<file path="src/rtl/oci_dct_trace_sequencer.sv">
// oci_dct_trace_sequencer
// Packs 2-bit OCI data-compression-trace fragments into a 30-bit DCT buffer
// with a fragment count, offers each full or flushed buffer to the trace sink
// over valid/ready, and sequences the end-of-test drain.
module oci_dct_trace_sequencer #(
  parameter int FRAG_W    = 2,
  parameter int NUM_FRAGS = 15,
  parameter int CNT_W     = 4,
  parameter int WCNT_W    = 16,
  localparam int BUF_W    = FRAG_W * NUM_FRAGS
) (
  input  logic              clk,
  input  logic              reset,
  input  logic              frag_valid,
  input  logic [FRAG_W-1:0] frag_data,
  output logic              frag_ready,
  input  logic              flush,
  input  logic              test_ending,
  output logic [BUF_W-1:0]  dct_buffer,
  output logic [CNT_W-1:0]  dct_count,
  output logic              out_valid,
  input  logic              out_ready,
  output logic              test_has_ended,
  output logic [WCNT_W-1:0] words_emitted
);

  typedef enum logic [1:0] {
    S_FILL  = 2'd0,
    S_EMIT  = 2'd1,
    S_ENDED = 2'd2
  } state_e;

  localparam logic [CNT_W-1:0] FULL_CNT = CNT_W'(NUM_FRAGS);

  state_e            state_q, state_d;
  logic [BUF_W-1:0]  buf_q, buf_d;
  logic [CNT_W-1:0]  cnt_q, cnt_d;
  logic              ending_q, ending_d;
  logic [WCNT_W-1:0] words_q, words_d;
  logic              accept;

  // Ready is decoded from state so the source sees it in the same cycle;
  // it is forced low for the whole time reset is held.
  assign frag_ready = !reset && (state_q == S_FILL) && !ending_q;
  assign accept     = frag_valid && frag_ready;

  // Next-state and datapath decode: fill, hand off, or halt.
  always_comb begin
    // NOTE: every signal written here gets a default first, so no path can
    // leave one unassigned and infer a latch.
    state_d  = state_q;
    buf_d    = buf_q;
    cnt_d    = cnt_q;
    ending_d = ending_q;
    words_d  = words_q;

    // test_ending is sticky from the first cycle it is seen, in any state.
    if (test_ending) ending_d = 1'b1;

    unique case (state_q)
      S_FILL: begin
        if (accept) begin
          buf_d = {buf_q[BUF_W-FRAG_W-1:0], frag_data};
          cnt_d = cnt_q + CNT_W'(1);
        end
        // A fragment accepted alongside flush or test_ending rides in the
        // word being closed; an empty buffer never produces a word.
        if (cnt_d == FULL_CNT || ((ending_d || flush) && cnt_d != '0)) begin
          state_d = S_EMIT;
        end else if (ending_d) begin
          state_d = S_ENDED;
        end
      end
      S_EMIT: begin
        if (out_ready) begin
          buf_d   = '0;
          cnt_d   = '0;
          if (words_q != '1) words_d = words_q + WCNT_W'(1);
          state_d = ending_d ? S_ENDED : S_FILL;
        end
      end
      S_ENDED: begin
        state_d = S_ENDED;
      end
      default: begin
        state_d = S_FILL;
      end
    endcase
  end

  // State and datapath registers; reset asserts asynchronously so an
  // in-flight word is dropped immediately.
  always_ff @(posedge clk or posedge reset) begin
    if (reset) begin
      state_q  <= S_FILL;
      buf_q    <= '0;
      cnt_q    <= '0;
      ending_q <= 1'b0;
      words_q  <= '0;
    end else begin
      // NOTE: non-blocking assignments here, so every flop samples the values
      // from before this edge regardless of statement order.
      state_q  <= state_d;
      buf_q    <= buf_d;
      cnt_q    <= cnt_d;
      ending_q <= ending_d;
      words_q  <= words_d;
    end
  end

  assign dct_buffer     = buf_q;
  assign dct_count      = cnt_q;
  assign out_valid      = (state_q == S_EMIT);
  assign test_has_ended = (state_q == S_ENDED);
  assign words_emitted  = words_q;

endmodule
</file>
<file path="config.mk">
export PLATFORM = sky130hd
export DESIGN_NAME = oci_dct_trace_sequencer
export DESIGN_NICKNAME = d
export VERILOG_FILES = /design/src/rtl/oci_dct_trace_sequencer.sv
export SDC_FILE = /design/constraint.sdc
export NUM_CORES = 1
export LEC_CHECK = 0
export CORE_MARGIN = 2
export CORE_UTILIZATION = 47
export DETAILED_ROUTE_END_ITERATION = 12
export DONT_BUFFER_PORTS = 1
export SYNTH_ARGS = -nofsm -noshare
export SYNTH_HDL_FRONTEND = slang
export SYNTH_SLANG_ARGS = --single-unit
</file>
<file path="constraint.sdc">
create_clock -name clk -period 3.2 [get_ports clk]
set_clock_uncertainty 0.05 [all_clocks]
set_input_delay 0.16 -clock clk [delete_from_list [all_inputs] [get_ports clk]]
set_output_delay 0.16 -clock clk [all_outputs]
set_load 0.05 [all_outputs]
</file>
# Word-level counts from Yosys, hierarchy flattened
# Cells that the tools add are included.
[op_classes] eq_ne=7 addsub=2 n_reduce_logical=15 muxes=13
[ops] op="$mux W30" n=2
[ops] op="$pmux W30 S2" n=1
[ops] op="$add A16 B1 Y16 const B" n=1
[ops] op="$ne A16 B16 Y1 const B" n=1
[ops] op="$mux W4" n=3
[ops] op="$mux W2" n=4
[ops] op="$pmux W4 S2" n=1
[ops] op="$pmux W2 S3" n=1
[ops] op="$reduce_and A3 Y1" n=2
[ops] op="$add A4 B1 Y4 const B" n=1
[ops] op="$eq A4 B4 Y1 const B" n=1
[ops] op="$logic_and A1 B1 Y1" n=4
[ops] op="$reduce_and A2 Y1" n=2
[ops] op="$reduce_bool A4 Y1" n=1
[ops] op="$ne A3 B2 Y1 const B" n=1
[ops] op="$eq A2 B1 Y1 const B" n=1
[ops] op="$eq A2 B2 Y1 const B" n=1
[ops] op="$logic_not A1 Y1" n=2
[ops] op="$logic_not A2 Y1" n=1
[ops] op="$logic_or A1 B1 Y1" n=2
[ops] op="$ne A2 B1 Y1 const B" n=1
[ops] op="$ne A2 B2 Y1 const B" n=1
[ops] op="$reduce_bool A2 Y1" n=1
[ops] op="$mux W1" n=1
[word_totals] inputBits=8 wordCells=42 output_inout_bits=53 register_bits=53

# Longest topological paths before layout
[logic_depth] word_depth=11 mapped_depth=7 mapped_depth_nobuf=5

# Worst setup path before layout
# No wires, ideal clock.
[synth_timing] kind="reg2reg" start="register state_q[0]" end="register state_q[1]" setup_time_ns=0.076 required_ns=3.074 slack_ns=0.947 stages_incl_launch_ff=6 period_less_slack_ns=2.253 n_path_buf=0 arrival_time_ns=2.127 cell_sequence="dfrtp_1 > nor4_4 > nand2_2 > or4_1 > and2_1 > o21ai_1"
[synth_via] elab_chain_len=11 word_cells_on_any_way=17 classes_between="eq/ne (5); mux (4); reduce/logical (8)"
[synth_rtl] element="from (decl)" line="35" rtl="state_e state_q, state_d;"
[synth_rtl] element="from (signal assigned)" line="103" rtl="state_q <= state_d;"
[synth_rtl] element="$logic_not A2 Y1 *" line="44" rtl="assign frag_ready = !reset && (state_q == S_FILL) && !ending_q;"
[synth_rtl] element="$logic_and A1 B1 Y1 * (2 in a row)" line="44"
[synth_rtl] element="named net frag_ready" line="16" rtl="output logic frag_ready,"
[synth_rtl] element="$logic_and A1 B1 Y1 *" line="45" rtl="assign accept = frag_valid && frag_ready;"
[synth_rtl] element="$mux W4 *" line="62" rtl="if (accept) begin"
[synth_rtl] element="$mux W4 *" line="60" rtl="unique case (state_q)"
[synth_rtl] element="$reduce_bool A4 Y1" line="68" rtl="if (cnt_d == FULL_CNT || ((ending_d || flush) && cnt_d != '0)) begin"
[synth_rtl] element="$logic_and A1 B1 Y1" line="68"
[synth_rtl] element="$logic_or A1 B1 Y1 *" line="68"
[synth_rtl] element="$mux W2 or $ne A3 B2 Y1 (tied branches)"
[synth_rtl] element="$pmux W2 S3 or $reduce_and A2 Y1 (tied branches)"
# The timed path passes the listed nets; every way through them passes the cells marked *. The select of a mux whose other input is x is not followed.
# A chain may end at the register's enable or synchronous reset.

# Worst setup path in the final report
[layout_timing] start="register words_q[10], in the netlist words_emitted[10]" end="register words_q[1], in the netlist words_emitted[1]"
[layout_via] elab_chain_len=2
[layout_rtl] element="from (decl)" line="39" rtl="logic [WCNT_W-1:0] words_q, words_d;"
[layout_rtl] element="from (signal assigned)" line="107" rtl="words_q <= words_d;"
[layout_rtl] element="$ne A16 B16 Y1" line="78" rtl="if (words_q != '1) words_d = words_q + WCNT_W'(1);"
[layout_rtl] element="$reduce_and A3 Y1 (no line)"
# No other way between the ends.

==> impl_results.md <==
* Placer Congestion at 0.763
* Post-synth cell types at 38
* Worst Hold Class: input pin to flop
* Largest net degree at the start of global routing at 44
* Worst Tran Pin Value at 903 ps
* Simple-gate share of the synthesized area at 27.5%
* Endpoints failing hold at 0
* Clock latency on the worst-skew pair at 310 ps
* Critical Path Max Stage Delay at 750 ps
* Nets at between 200 and 300
* Height of the die at 75.6 um
* VDD IR max at 0.365 mV
* Post-synthesis cell count at 254
* Initial core utilization at 47.8%
* Status: finished, final reports clean
* Max_cap viols at 0
* Reg2reg setup slack at 810 ps
* Critical-path cell list: nand4_1, nor4_4, nand2_1, o21ai_0, mux2_2
* GRT Total Usage at a little under a fifth
* Final HPWL DP at 3260 um
* CP Class: flop to flop
* Yosys reg bits at 53
* Pre-antenna DRT Iters at 4
* Fillers at between 400 and 500
* Cts bufs inserted at 5
* Syn Std Cell Area at 2410 um2
* Fin crit share at 74.6%
* Layout cells sized above 1 at 10.2%
* Sequential share of the synthesized area at 55.0%
* Multi-input logic area at 1020 um2
* CTS Sinks at 53
* Slew headroom at 39.6%
* Die X at 75.6 um
* Core area at a little over 5000 um2
* Commonest non-fill, non-tap cell in the layout: nand2_1
* Commonest cells after routing, fill and taps aside: nand2_1 (69), dfrtp_1 (53), nand3_1 (38)
* Synth Area in XOR/XNOR at between 5 and 6%
* TNS Setup at 0 ps
* DRT iter0 DRCs at 192
* RSZ-0062 raised after global routing: no
* Number of global-route vias before repair at 1639
* Post-synth EDFFs at 0
* CP Buf/Inv Count at 0
* First-pass GRT wire length at 7940 um
* Via density at ~5.4
* Clk root buf: clkbuf_8
* Critical Path RT at 3340 ps
* PD cells at 675 nW/um2
* Compound-Gate Fraction of Synth Area at 6.96%
* Reg clk slew, reported paths at roughly 100 ps
* Io pins at 61
* Yosys Warn Count at 0
* Post-synthesis mux area share at 0.883%
* Die area at 5720 um2
* Adder-Cell Fraction of Synth Area at between 1 and 1.5%
* Antenna fix cells at 0
* Ys async rst share at 100%
* Max-slew violation count at 0
* Synth Net Count at 264
* Final Core Density at 53.0%
* H-tree levels at 2
* Post-CTS sizing at 0
* Syn_area_per_cell at 9.49 um2
* Slowest stage cell, crit path: dfrtp_1
* Avg WL per Cell at 14.6 um
* Antenna violations before repair at 0
* Final setup vio count at 0
* Reg area at 1330 um2
* CP delay by family, top: simple AND/OR/NAND/NOR gates
* Critical path capture point type: flop
* GRT overflow at 0
* Post-DRT Antenna Nets at 0
* Post-Route WL at between 4000 and 5000 um
* DR vias at 1795
* CP arrival at 2530 ps
* Crit start category: flop
* Period minus WS final at 2390 ps
* Largest family of logic cells by synthesized area: simple AND/OR/NAND/NOR gates
* CTS max path bufs at 2
* Max Freq at 419 MHz
* Area grow syn2layout at 10.8%
* CTS tree: yes
* Cell leakage power at 1.34 nW
* # port buffers at 0
* Max Fanout on Critical Path at 7
* Drt drc at 0
* Commonest register cell after synthesis: dfrtp_1
* Core Rows at 26
## metal layers
metal / vias up / track usage, % / wire length, um
li1: 883 / - / -
met4: 0 / 5.26 / 60
met2: 55 / 26.6 / 2220
met1: 851 / 26.0 / 2260
met5: - / 0 / 0
met3: 6 / 5.95 / 364
## tightest hold or removal path, cell delays in order
cell     delay [ps]
nor2_1           90
o21ai_0          80
o21ai_0          70
## worst paths after layout
check,from,end,cells past startpoint
hold / removal,out_ready,dct_count[2],3
max in group asynchronous,reset,words_emitted[1],3
setup reg to reg,words_emitted[10],words_emitted[1],5
min in group asynchronous,reset,dct_count[2],2
setup / recovery,words_emitted[10],words_emitted[1],5
hold reg to reg,ending_q,ending_q,1
## synth_stat cells (all sizes together), types with 2 or more instances
| cell | count | area, um2 |
|---|---|---|
| nand3 | 38 | 190 |
| xnor2 | 10 | 87.6 |
| nand2 | 70 | 265 |
| buf | 2 | 10.0 |
| nor3 | 3 | 15.0 |
| dfrtp | 53 | 1330 |
| nor2 | 8 | 30.0 |
| a2111oi | 3 | 26.3 |
| nor4 | 3 | 48.8 |
| ha | 2 | 25.0 |
| nand4 | 5 | 31.3 |
| clkbuf | 11 | 41.3 |
| o21ai | 8 | 40.0 |
| and3 | 2 | 12.5 |
| and2 | 2 | 12.5 |
| inv | 4 | 15.0 |
| xor2 | 6 | 52.6 |
| a21oi | 7 | 35.0 |
## layout make-up
cell class,count,share of cell area [%]
Clock inverter,3,0.843
Tap cell,70,3.28
Sequential cell,53,49.7
Multi-Input combinational cell,184,38.1
Clock buffer,5,2.58
Inverter,4,0.562
Timing Repair Buffer,16,4.97
## kinds of logic (layout without fill, tap and decap cells)
| group | count (synthesis) | count (layout) |
|---|---|---|
| simple gates | 138 | 138 |
| buf+inv | 17 | 28 |
| fa+ha+maj | 2 | 2 |
| xor+xnor | 16 | 16 |
| compound gates | 26 | 26 |
| mux | 2 | 2 |
| flops | 53 | 53 |
## through the flow
stage / setup slack (ps) / std cells / cell area [um2] / hold WS [ps] / total power (W)
after floorplan: 947 / 254 / 2410 / 215 / 0.00134
after global placement: 841 / 322 / 2530 / 219 / 0.00143
after detailed placement: 825 / 322 / 2530 / 228 / 0.00143
after CTS: 799 / 335 / 2670 / 75.9 / 0.00182
after global routing: 669 / 335 / 2670 / 117 / 0.00191
final: 811 / 335 / 2670 / 91.5 / 0.00180
## repair_timing
action,4_1_cts,5_1_grt
setup endpoints to repair,0,0
endpoints found under the hold margin,46,0
hold buffers,5,0
buffers inserted,0,0
## power by group
| group | switching, W | internal, W | leakage (nW) | total (W) |
|---|---|---|---|---|
| Combinational | 0.000219 | 0.000132 | 0.570 | 0.000351 |
| Sequential | 0.000335 | 0.000734 | 0.717 | 0.00107 |
| Clock | 0.000228 | 0.000156 | 0.0481 | 0.000384 |
## sequential cells by signal (all words and copies together), names as in the netlist
| register | count |
|---|---|
| dct_count | 4 |
| ending_q | 1 |
| state_q | 2 |
| dct_buffer | 30 |
| words_emitted | 16 |
Power figures use the tool's default switching activity.
